--- src/rtl/tt_um_jleugeri_ttt_scheduler_if.sv ---
// Bus between the token-processor stage scheduler and the array it sequences:
// stage status, processor/connection addressing and the three handshakes.
interface tt_um_jleugeri_ttt_scheduler_if #(
   parameter int NUM_PROCESSORS  = 16,
   parameter int NUM_CONNECTIONS = 64
);
   localparam int IDX_BITS  = $clog2(NUM_PROCESSORS);
   localparam int CONN_BITS = $clog2(NUM_CONNECTIONS);

   logic                 prog_mode;
   logic                 hold;
   logic [2:0]           stage;
   logic                 done;
   logic [IDX_BITS-1:0]  proc_idx;
   logic                 clear_buf;
   logic                 ext_valid;
   logic                 ext_last;
   logic                 ext_ready;
   logic                 spike;
   logic [CONN_BITS:0]   conn_first;
   logic [CONN_BITS:0]   conn_end;
   logic                 conn_valid;
   logic [CONN_BITS-1:0] conn_idx;
   logic                 update_en;
   logic                 out_valid;
   logic                 out_ready;

   // Scheduler side
   modport master (
      input  prog_mode, hold, ext_valid, ext_last, spike, conn_first, conn_end, out_ready,
      output stage, done, proc_idx, clear_buf, ext_ready, conn_valid, conn_idx, update_en,
             out_valid
   );

   // Processor-array / environment side
   modport slave (
      output prog_mode, hold, ext_valid, ext_last, spike, conn_first, conn_end, out_ready,
      input  stage, done, proc_idx, clear_buf, ext_ready, conn_valid, conn_idx, update_en,
             out_valid
   );
endinterface

--- src/rtl/tt_um_jleugeri_ttt_scheduler.sv ---
// Stage sequencer for a token-processor array: RESET, then a repeating
// INPUT -> RECURRENT -> UPDATE -> OUTPUT cycle. Every output is decoded from
// registered state, so no input reaches an output combinationally.
module tt_um_jleugeri_ttt_scheduler #(
   parameter int NUM_PROCESSORS  = 16,
   parameter int NUM_CONNECTIONS = 64
) (
   input logic clk,
   input logic rst_n,
   tt_um_jleugeri_ttt_scheduler_if.master bus
);
   localparam int IDX_BITS  = $clog2(NUM_PROCESSORS);
   localparam int CONN_BITS = $clog2(NUM_CONNECTIONS);
   localparam logic [IDX_BITS-1:0] LAST_PROC = IDX_BITS'(NUM_PROCESSORS - 1);

   typedef enum logic [2:0] {
      StReset     = 3'd0,
      StInput     = 3'd1,
      StRecurrent = 3'd2,
      StUpdate    = 3'd3,
      StOutput    = 3'd4
   } stage_e;

   typedef enum logic {
      SubScan = 1'b0,
      SubWalk = 1'b1
   } sub_e;

   stage_e               stage_q, stage_d;
   sub_e                 sub_q, sub_d;
   logic                 done_q, done_d;
   logic                 cleared_q, cleared_d;
   logic [IDX_BITS-1:0]  proc_idx_q, proc_idx_d;
   logic [CONN_BITS-1:0] conn_idx_q, conn_idx_d;
   logic [CONN_BITS:0]   conn_end_q, conn_end_d;
   logic                 last_proc;
   logic                 last_conn;
   logic                 active;

   // State registers; reset abandons any stage in flight
   always_ff @(posedge clk or negedge rst_n) begin
      if (!rst_n) begin
         stage_q    <= StReset;
         sub_q      <= SubScan;
         done_q     <= 1'b0;
         cleared_q  <= 1'b0;
         proc_idx_q <= '0;
         conn_idx_q <= '0;
         conn_end_q <= '0;
      end else begin
         stage_q    <= stage_d;
         sub_q      <= sub_d;
         done_q     <= done_d;
         cleared_q  <= cleared_d;
         proc_idx_q <= proc_idx_d;
         conn_idx_q <= conn_idx_d;
         conn_end_q <= conn_end_d;
      end
   end

   // Next-state: stage advance when done, otherwise the current stage's work
   always_comb begin
      stage_d    = stage_q;
      sub_d      = sub_q;
      done_d     = done_q;
      cleared_d  = cleared_q;
      proc_idx_d = proc_idx_q;
      conn_idx_d = conn_idx_q;
      conn_end_d = conn_end_q;
      last_proc  = (proc_idx_q == LAST_PROC);
      last_conn  = (({1'b0, conn_idx_q} + 1'b1) == conn_end_q);

      if (done_q) begin
         if (stage_q == StReset && bus.prog_mode) begin
            // Programming resumed: stay in RESET until it ends again
            done_d = 1'b0;
         end else if (!bus.hold) begin
            unique case (stage_q)
               StReset:     stage_d = StInput;
               StInput:     stage_d = StRecurrent;
               StRecurrent: stage_d = StUpdate;
               StUpdate:    stage_d = StOutput;
               StOutput:    stage_d = StInput;
               default:     stage_d = StReset;
            endcase
            done_d     = 1'b0;
            sub_d      = SubScan;
            cleared_d  = 1'b0;
            proc_idx_d = '0;
            conn_idx_d = '0;
         end
      end else begin
         unique case (stage_q)
            StReset: begin
               done_d = ~bus.prog_mode;
            end
            StInput: begin
               // First cycle clears the buffers; ext_ready is up from then on
               if (!cleared_q) begin
                  cleared_d = 1'b1;
               end else if (bus.ext_valid && bus.ext_last) begin
                  done_d = 1'b1;
               end
            end
            StRecurrent: begin
               if (sub_q == SubScan) begin
                  if (bus.spike && (bus.conn_first < bus.conn_end)) begin
                     conn_idx_d = bus.conn_first[CONN_BITS-1:0];
                     conn_end_d = bus.conn_end;
                     sub_d      = SubWalk;
                  end else if (last_proc) begin
                     done_d = 1'b1;
                  end else begin
                     proc_idx_d = proc_idx_q + 1'b1;
                  end
               end else begin
                  if (last_conn) begin
                     sub_d = SubScan;
                     if (last_proc) begin
                        done_d = 1'b1;
                     end else begin
                        proc_idx_d = proc_idx_q + 1'b1;
                     end
                  end else begin
                     conn_idx_d = conn_idx_q + 1'b1;
                  end
               end
            end
            StUpdate: begin
               if (last_proc) begin
                  done_d = 1'b1;
               end else begin
                  proc_idx_d = proc_idx_q + 1'b1;
               end
            end
            StOutput: begin
               if (bus.out_ready) begin
                  if (last_proc) begin
                     done_d = 1'b1;
                  end else begin
                     proc_idx_d = proc_idx_q + 1'b1;
                  end
               end
            end
            default: begin
               stage_d = StReset;
            end
         endcase
      end
   end

   // Outputs decoded from registered state only; strobes are silent once done
   always_comb begin
      active         = ~done_q;
      bus.stage      = stage_q;
      bus.done       = done_q;
      bus.proc_idx   = proc_idx_q;
      bus.conn_idx   = conn_idx_q;
      bus.clear_buf  = active && (stage_q == StInput) && !cleared_q;
      bus.ext_ready  = active && (stage_q == StInput) && cleared_q;
      bus.conn_valid = active && (stage_q == StRecurrent) && (sub_q == SubWalk);
      bus.update_en  = active && (stage_q == StUpdate);
      bus.out_valid  = active && (stage_q == StOutput);
   end
endmodule
--- src/flat_wrapper.sv ---
// flat-port wrapper written by rule: the top's interface ports become plain ports
module tt_um_jleugeri_ttt_scheduler_flat 
#(
   parameter int NUM_PROCESSORS  = 16,
   parameter int NUM_CONNECTIONS = 64
)
  (clk, rst_n, bus_prog_mode, bus_hold, bus_ext_valid, bus_ext_last, bus_spike, bus_conn_first, bus_conn_end, bus_out_ready, bus_stage, bus_done, bus_proc_idx, bus_clear_buf, bus_ext_ready, bus_conn_valid, bus_conn_idx, bus_update_en, bus_out_valid);
  tt_um_jleugeri_ttt_scheduler_if #(.NUM_PROCESSORS(NUM_PROCESSORS), .NUM_CONNECTIONS(NUM_CONNECTIONS)) bus_i ();
  input logic clk;
  input logic rst_n;
  input wire logic [$bits(bus_i.prog_mode)-1:0] bus_prog_mode;
  input wire logic [$bits(bus_i.hold)-1:0] bus_hold;
  input wire logic [$bits(bus_i.ext_valid)-1:0] bus_ext_valid;
  input wire logic [$bits(bus_i.ext_last)-1:0] bus_ext_last;
  input wire logic [$bits(bus_i.spike)-1:0] bus_spike;
  input wire logic [$bits(bus_i.conn_first)-1:0] bus_conn_first;
  input wire logic [$bits(bus_i.conn_end)-1:0] bus_conn_end;
  input wire logic [$bits(bus_i.out_ready)-1:0] bus_out_ready;
  output wire logic [$bits(bus_i.stage)-1:0] bus_stage;
  output wire logic [$bits(bus_i.done)-1:0] bus_done;
  output wire logic [$bits(bus_i.proc_idx)-1:0] bus_proc_idx;
  output wire logic [$bits(bus_i.clear_buf)-1:0] bus_clear_buf;
  output wire logic [$bits(bus_i.ext_ready)-1:0] bus_ext_ready;
  output wire logic [$bits(bus_i.conn_valid)-1:0] bus_conn_valid;
  output wire logic [$bits(bus_i.conn_idx)-1:0] bus_conn_idx;
  output wire logic [$bits(bus_i.update_en)-1:0] bus_update_en;
  output wire logic [$bits(bus_i.out_valid)-1:0] bus_out_valid;
  assign bus_i.prog_mode = bus_prog_mode;
  assign bus_i.hold = bus_hold;
  assign bus_i.ext_valid = bus_ext_valid;
  assign bus_i.ext_last = bus_ext_last;
  assign bus_i.spike = bus_spike;
  assign bus_i.conn_first = bus_conn_first;
  assign bus_i.conn_end = bus_conn_end;
  assign bus_i.out_ready = bus_out_ready;
  assign bus_stage = bus_i.stage;
  assign bus_done = bus_i.done;
  assign bus_proc_idx = bus_i.proc_idx;
  assign bus_clear_buf = bus_i.clear_buf;
  assign bus_ext_ready = bus_i.ext_ready;
  assign bus_conn_valid = bus_i.conn_valid;
  assign bus_conn_idx = bus_i.conn_idx;
  assign bus_update_en = bus_i.update_en;
  assign bus_out_valid = bus_i.out_valid;
  tt_um_jleugeri_ttt_scheduler #(.NUM_PROCESSORS(NUM_PROCESSORS), .NUM_CONNECTIONS(NUM_CONNECTIONS)) u_core (.clk(clk), .rst_n(rst_n), .bus(bus_i));
endmodule
--- config.mk ---
export PLATFORM = sky130hd
export DESIGN_NAME = tt_um_jleugeri_ttt_scheduler_flat
export DESIGN_NICKNAME = d
export VERILOG_FILES = /design/src/rtl/tt_um_jleugeri_ttt_scheduler_if.sv /design/src/rtl/tt_um_jleugeri_ttt_scheduler.sv /design/src/flat_wrapper.sv
export SDC_FILE = /design/constraint.sdc
export NUM_CORES = 1
export LEC_CHECK = 0
export CAP_MARGIN = 10
export CORE_AREA = 2 2 56 71
export DETAILED_ROUTE_END_ITERATION = 12
export DIE_AREA = 0 0 58 73
export PLACE_DENSITY_LB_ADDON = 0.1
export SLEW_MARGIN = 20
export SYNTH_ARGS = -nofsm -noshare
export SYNTH_HDL_FRONTEND = slang
export SYNTH_SLANG_ARGS = --single-unit
--- constraint.sdc ---
create_clock -name clk -period 3.05 [get_ports clk]
set_clock_uncertainty 0.15 [all_clocks]
set_input_delay 0.305 -clock clk [delete_from_list [all_inputs] [get_ports clk]]
set_output_delay 0.305 -clock clk [all_outputs]
set_load 0.01 [all_outputs]
* Word level (Yosys, flattened, before mapping)
Cells that the tools add are included.
Cells by class: magnitude comparators 1, bitwise operators 3, $add $sub $neg 3, divide/modulo/power cells 0, reduce and logical (&&, ||, !) cells 24, eq/ne operators 13, muxes and demuxes 41, $mul 0, shift operators 0
Operators by type and width (number):
- 6-bit 2-to-1 mux | 7
- 4-bit 2-to-1 mux | 8
- 1-bit 2-to-1 mux | 19
- 3-bit 2-to-1 mux | 4
- 3-bit case mux with 4 select lines | 1
- 4-bit case mux with 3 select lines | 1
- 1-bit logical AND | 10
- 3-bit AND reduction | 3
- 6-bit by 1-bit adder with 7-bit output, second input constant | 1
- 7-bit == test | 1
- 7-bit < comparator | 1
- 6-bit by 1-bit adder with 6-bit output, second input constant | 1
- 3-bit by 2-bit == test with 1-bit output, second input constant | 2
- 6-bit AND reduction | 1
- 1-bit case mux with 5 select lines | 1
- 5-bit AND reduction | 1
- 5-bit OR reduction | 1
- 4-bit by 1-bit adder with 4-bit output, second input constant | 1
- 4-bit == test, second input constant | 1
- 2-bit inequality test, second input constant | 2
- 4-bit by 2-bit inequality test with 1-bit output, second input constant | 1
- 4-bit inequality test, second input constant | 1
- 4-bit AND reduction | 1
- 2-bit nonzero test | 2
- 11 further kinds | 13
Storage, ports and cells: register bits after elaboration 23, memory bits (read-only) 0, latch bits 0, RAM bits 0, output and inout port bits 19, memories 0, bits of input ports 22

* Longest topological paths before layout
Gate-level depths: netlist of run 1.
depth after elaboration 6, depth in mapped cells 9, mapped depth without buffers 8

* Worst setup path before layout of run 1
OpenSTA, ideal clock, no wires.
path type reg2reg, start register u_core.conn_idx_q[2], in the netlist u_core.bus.conn_idx[2], end register u_core.conn_idx_q[2], in the netlist u_core.bus.conn_idx[2], slack 0.534 ns, path buffers 1, library setup time 0.129 ns, stages on the path, launching flop included 8, arrival 2.238 ns, clock period less this slack 2.516 ns, cells stage by stage dfrtp_1 -> buf_6 -> nand4_1 -> or3_4 -> a2111oi_4 -> nand4_2 -> and3_1 -> a2111o_1
Between the ends: longest elaborated chain between the ends 5, elaborated cells on any way between the ends 9, those cells by class add/sub (2); eq/ne (2); mux (4); reduce/logical (1)
Ends and longest elaborated chain:
- start: declaration | line tt_um_jleugeri_ttt_scheduler.sv:34 | logic [CONN_BITS-1:0] conn_idx_q, conn_idx_d;
- start signal: assignment | line tt_um_jleugeri_ttt_scheduler.sv:56 | conn_idx_q <= conn_idx_d;
- parallel branches: the longest is 5 deep, another holds 6-bit by 1-bit adder with 7-bit output
Parallel ways; which one is timed is not known. The select of a mux whose other input is x is not followed. A chain may end at the register's enable or synchronous reset.

* Worst setup path in the final report of run 1
start register u_core.conn_idx_q[0], in the netlist u_core.bus.conn_idx[0], end register u_core.conn_idx_q[2], in the netlist u_core.bus.conn_idx[2]
The elaborated chain is that of the path after synthesis.

==> impl_metrics.tcl, run 1 <==
set metrics [dict create \
    crit_path_cell_trace "ha_1 > nand2b_1 > o211a_1 > o32ai_1 > nand4_2 > and3_1 > a2111o_1" \
    crit_fanout 10 \
    vias_per_cell 5.91 \
    finalHoldViolCount 0 \
    fmax_mhz 358 \
    port-buffer-count 40 \
    max_stage_delay_ns 0.50 \
    fp.coreArea_um2 3630 \
    maxSlewHeadroom_pct 61.4 \
    gp_congestion 0.888 \
    crit_required_ns 3.05 \
    cts_tree "built" \
    grt_setup_unrepaired "no" \
    wire_per_inst_um 15.0 \
    grt-ovfl-total 0 \
    die_w_um 58 \
    cts_inserted_buffers 3 \
    cp_num_buf_inv 0 \
    ys_async_sr_fraction_pct 100 \
    rows 25 \
    path_delay_family "compound AO/OA/AOI/OAI gates" \
    synth_common_cells "dfrtp_1, nor2_1, nand2_1" \
    fin_util_pct 60.7 \
    finalSetupViolations 0 \
    cap_violations 0 \
    synth-seq-cells 23 \
    synth-seq-area-share_pct 33.2 \
    clkSlewWorstSetupHoldPaths_ns 0.08 \
    dp_hpwl_um 3310 \
    synth_top_area_cell "dfrtp_1" \
    timing.final.crit_share_pct 91.7 \
    synthToLayoutAreaGrowth_pct 27.0 \
    fill_cells 361 \
    ios 41 \
    die_h_um 73 \
    cts_max_path_buffers 2 \
    synth_fp_nets 231 \
    outcome "complete, no violations" \
    drtIter0Drc 42 \
    crit_slowest_cell "o32ai_1" \
    synth_edf_count 0 \
    cts_hold_buf 0 \
    ant_nets 0 \
    instances_no_fill 280 \
    antenna_found_initial 0 \
    design_area_um2 2200 \
    drc 0 \
    grt_pass1_wl_um 7290 \
    ys.flop_type "dfrtp_1" \
    finalCriticalPeriod_ns 2.80 \
    worst_hold_slack_ns 0.233 \
    hp-class "in -> async" \
    vias 1655 \
    yosysMostFrequentCell "dfrtp_1" \
    drt-total-wl_um 4200 \
    post_cts_buffers 0 \
    grt_max_degree 24 \
    clock_latency_ns 0.26 \
    h-tree-depth 1 \
    synth_area_um2 1730 \
    cts-resized-gates 0 \
    arrival_ns 2.79 \
    dpl_cell_area_um2 2150 \
    syn_avg_cell_area_um2 8.62 \
    numClockSinks 23 \
    finish.net_count 271 \
    root_buffer "clkbuf_8" \
    synth.area.top_cells "dfrtp_1, ha_1, nor2_1" \
    dp.cells 276 \
    area.sequential_um2 576 \
    multiInputGateArea_um2 1050 \
    synth.distinct_cells 55 \
    drive_above_1_share_pct 10.0 \
    worst-setup-path-type "reg -> reg" \
    tns_ns 0 \
    crit_path_end_kind "flip-flop" \
    grt_pass1_vias 1713 \
    antenna_cells 0 \
    syn_inst 201 \
    critPathLaunchType "flip-flop" \
    max_slew.worst_pin.slew_ns 0.577 \
    grt_usage_pct 22.1 \
    max-vdd-ir-drop_uv 513 \
    drtPass1Iterations 4 \
    p_leak_nw 0.920 \
    final_max_slew_viol_count 0 \
    start_util_pct 47.8 \
    die_area_um2 4230 \
    power_density_nw_per_um2 874 \
    yosys_warnings 0 \
    synth.top_cell.area_share_pct 33.2 \
]
-- worst reg2reg max path: cells and delay by family (launching register included) --
kind	cells	cell delay, ns
AO/OA/AOI/OAI	3	1.08
AND/OR/NAND/NOR	3	0.70
flip-flops	1	0.48
adder cells (fa/ha/maj)	1	0.28
-- final timing paths --
path | from | end | slack (ns) | depth (start not counted)
setup reg to reg | u_core.bus.conn_idx[0]$_DFFE_PN0P_ | u_core.bus.conn_idx[2]$_DFFE_PN0P_ | 0.25 | 7
setup / recovery | u_core.bus.conn_idx[0]$_DFFE_PN0P_ | u_core.bus.conn_idx[2]$_DFFE_PN0P_ | 0.25 | 7
hold reg to reg | u_core.conn_end_q[5]$_DFFE_PN0P_ | u_core.conn_end_q[5]$_DFFE_PN0P_ | 0.38 | 2
max in group asynchronous | rst_n | u_core.bus.conn_idx[3]$_DFFE_PN0P_ | 2.27 | 2
hold / removal | rst_n | u_core.conn_end_q[5]$_DFFE_PN0P_ | 0.23 | 2
min in group clk | u_core.conn_end_q[5]$_DFFE_PN0P_ | u_core.conn_end_q[5]$_DFFE_PN0P_ | 0.38 | 2
-- final cells by class --
type	count	area share [%]
clock inverter	1	0.227
inverter	11	1.88
multi-input combinational	157	47.7
timing repair buffer	45	19.9
clock buffer	3	1.88
sequential	23	26.2
tap	40	2.27
-- metrics by stage --
step / setup slack, ns / total power [mW]
after floorplan: 0.534 / 1.37
after global placement: 0.290 / 1.72
after detailed placement: 0.233 / 1.74
after CTS: 0.265 / 1.94
after global routing: 0.0472 / 2.09
final: 0.253 / 1.92
-- power breakdown --
group,switching [mW],internal [mW]
logic,0.535,0.546
registers,0.214,0.440
clock network,0.0961,0.0911
total,0.845,1.08
-- placed cells by master (no fill, tap or decap), drive strengths merged, types with 2 or more instances in the layout --
cell type | Yosys | layout
clkdlybuf4s50 | 0 | 40
dfrtp | 23 | 23
nor2 | 21 | 21
nand2 | 16 | 16
nand3 | 13 | 13
inv | 11 | 11
o21ai | 11 | 11
a21oi | 9 | 9
nor3 | 8 | 8
ha | 8 | 8
nand4 | 8 | 8
nand2b | 5 | 5
buf | 6 | 5
xnor2 | 4 | 4
mux2 | 4 | 4
nor2b | 3 | 3
xor2 | 3 | 3
a21o | 3 | 3
nor3b | 3 | 3
and3 | 3 | 3
clkbuf | 4 | 3
nor4b | 2 | 2
o31ai | 2 | 2
o311ai | 2 | 2
mux2i | 2 | 2
and2 | 2 | 2
-- registers in the layout (all words and copies together) (netlist names) --
register             cells
u_core.bus.conn_idx      6
u_core.bus.done          1
u_core.bus.proc_idx      4
u_core.bus.stage         3
u_core.cleared_q         1
u_core.conn_end_q        7
u_core.sub_q             1
-- cell families after synthesis --
group | after synthesis | synth area share (%)
buffers and inverters | 21 | 6.21
multiplexers | 6 | 3.75
flip-flops | 23 | 33.2
XOR/XNOR | 7 | 3.54
adder cells (fa/ha/maj) | 8 | 5.78
AO/OA/AOI/OAI | 45 | 19.4
AND/OR/NAND/NOR | 91 | 28.2
-- layer usage --
metal	global-route usage [%]	wire length, µm	part of all wire, %
met4	12.4	137	3.3
met2	40.2	2250	54
met5	0	0	0
met3	2.84	142	3.4
met1	24.2	1670	40
Power figures use the tool's default switching activity.
==> run 2: changes to the inputs <==
- CELL_PAD_IN_SITES_DETAIL_PLACEMENT: unset -> 1
- CELL_PAD_IN_SITES_GLOBAL_PLACEMENT: unset -> 1
- CORE_AREA: 2 2 56 71 -> 2 2 65 82
- DIE_AREA: 0 0 58 73 -> 0 0 67 84
==> run 2 against run 1 <==
  * Combinational power is 9% higher
  * Total power is 4.2% higher
  * Register-to-register slack hardly changed
  * Non-clock buffer count is 4 higher
  * Largest cell class unchanged
==> impl_metrics.tcl, run 2 (synthesized netlist as in run 1, its figures left out) <==
set metrics [dict create \
    drive_above_1_share_pct 11.1 \
    pwr-share-comb_pct 59.0 \
    dpl_cell_area_um2 2210 \
    largest_reg_flops 7 \
    layout_commonest_cell "clkdlybuf4s50_1" \
    final_max_slew_viol_count 0 \
    clock_latency_ns 0.27 \
    vias_per_cell 5.49 \
    maxSlewHeadroom_pct 67.5 \
    tns_ns 0 \
    final_cell_mix "clkdlybuf4s50_1, dfrtp_1, nor2_1, nand2_1, nand3_1" \
    multiInputGateArea_um2 1050 \
    post_cts_buffers 0 \
    finish.net_count 275 \
    fmax_mhz 358 \
    antenna_found_initial 0 \
    drtIter0Drc 71 \
    rows 29 \
    root_buffer "clkbuf_8" \
    fin_util_pct 45.7 \
    drtPass1Iterations 4 \
    ant_nets 0 \
    finalCriticalPeriod_ns 2.79 \
    instances_no_fill 306 \
    crit_required_ns 3.05 \
    grt_max_degree 24 \
    wire_per_inst_um 16.5 \
    power_density_nw_per_um2 887 \
    fp.coreArea_um2 4930 \
    cts_hold_buf 0 \
    start_util_pct 35.1 \
    area.sequential_um2 576 \
    max_slew.worst_pin.slew_ns 0.488 \
    finalSetupViolations 0 \
    drc 0 \
    p_leak_nw 0.937 \
    pwr-share-clk_pct 9.9 \
    grt_pass1_vias 1828 \
    clkSlewWorstSetupHoldPaths_ns 0.09 \
    numClockSinks 23 \
    die_area_um2 5630 \
    ios 41 \
    hp-class "in -> async" \
    internal_power_mw 1.12 \
    switchingPower_mw 0.883 \
    synthToLayoutAreaGrowth_pct 30.3 \
    cts-resized-gates 0 \
    critPathLaunchType "flip-flop" \
    dp_hpwl_um 4000 \
    design_area_um2 2260 \
    arrival_ns 2.80 \
    dp.cells 302 \
    h-tree-depth 1 \
    finalHoldViolCount 0 \
    die_w_um 67 \
    cts_inserted_buffers 3 \
    cts_tree "built" \
    port-buffer-count 40 \
    cap_violations 0 \
    power_frac_seq_pct 31.2 \
    grt-ovfl-total 0 \
    cts_max_path_buffers 2 \
    crit_fanout 10 \
    vias 1681 \
    timing.final.crit_share_pct 91.6 \
    swShare_pct 44.1 \
    drt-total-wl_um 5040 \
    antenna_cells 0 \
    max-vdd-ir-drop_uv 401 \
    worst-setup-path-type "reg -> reg" \
    crit_path_end_kind "flip-flop" \
    grt_pass1_wl_um 8590 \
    grt_setup_unrepaired "no" \
    largest-register "u_core.conn_end_q" \
    gp_congestion 0.907 \
    dp_slack_ns 0.227 \
    outcome "complete, no violations" \
    fill_cells 602 \
    die_h_um 84 \
    setup_ws_ns 0.256 \
    grt_usage_pct 19.7 \
]
run 2: layout make-up:
class                   count  share of cell area [%]
clock buffers               4                    2.00
multi-input cells         157                    46.5
inverters                  11                    1.83
well taps                  62                    3.44
flip-flops and latches     23                    25.5
repair buffers             49                    20.7
run 2: final timing paths:
path / startpoint / to / slack [ns] / cells after the start
worst max register to register: u_core.bus.conn_idx[2]$_DFFE_PN0P_ / u_core.bus.conn_idx[2]$_DFFE_PN0P_ / 0.26 / 6
worst min-delay path: rst_n / u_core.conn_end_q[5]$_DFFE_PN0P_ / 0.24 / 2
worst max-delay path: u_core.bus.conn_idx[2]$_DFFE_PN0P_ / u_core.bus.conn_idx[2]$_DFFE_PN0P_ / 0.26 / 6
worst min register to register: u_core.conn_end_q[1]$_DFFE_PN0P_ / u_core.conn_end_q[1]$_DFFE_PN0P_ / 0.38 / 2
max in group asynchronous: rst_n / u_core.bus.conn_idx[5]$_DFFE_PN0P_ / 2.26 / 2
min in group clk: u_core.conn_end_q[1]$_DFFE_PN0P_ / u_core.conn_end_q[1]$_DFFE_PN0P_ / 0.38 / 2
run 2: worst max-delay path, stage by stage, from the launching register on:
cell       delay [ns]
dfrtp_1          0.50
nand4_1          0.20
or3_4            0.42
a2111oi_4        0.45
nand4_2          0.31
and3_1           0.25
a2111o_1         0.39
run 2: power groups by stage:
stage / clock network [mW] / logic (mW) / registers (mW)
after floorplan: 0 / 0.770 / 0.600
after global placement: 0 / 1.17 / 0.620
after detailed placement: 0 / 1.19 / 0.633
after CTS: 0.205 / 1.20 / 0.626
after global routing: 0.217 / 1.31 / 0.657
final: 0.198 / 1.18 / 0.624
run 2: stage by stage:
| stage | total power [mW] | hold WS [ns] |
|---|---|---|
| 2_1_floorplan | 1.37 | -0.141 |
| 3_3_place_gp | 1.79 | 0.352 |
| 3_5_place_dp | 1.83 | 0.360 |
| 4_1_cts | 2.03 | 0.255 |
| 5_1_grt | 2.18 | 0.273 |
| 6_report | 2.00 | 0.237 |
run 2: routing by layer:
layer  track usage (%)  vias to the layer above  part of all wire [%]  routed length [µm]
met5                 0                        -                     0                   0
met1              23.2                      817                    42                2140
met4              7.79                        0                   2.4                 120
li1                  -                      823                     -                   -
met3              1.35                        9                   2.3                 115
met2              35.6                       32                    53                2670
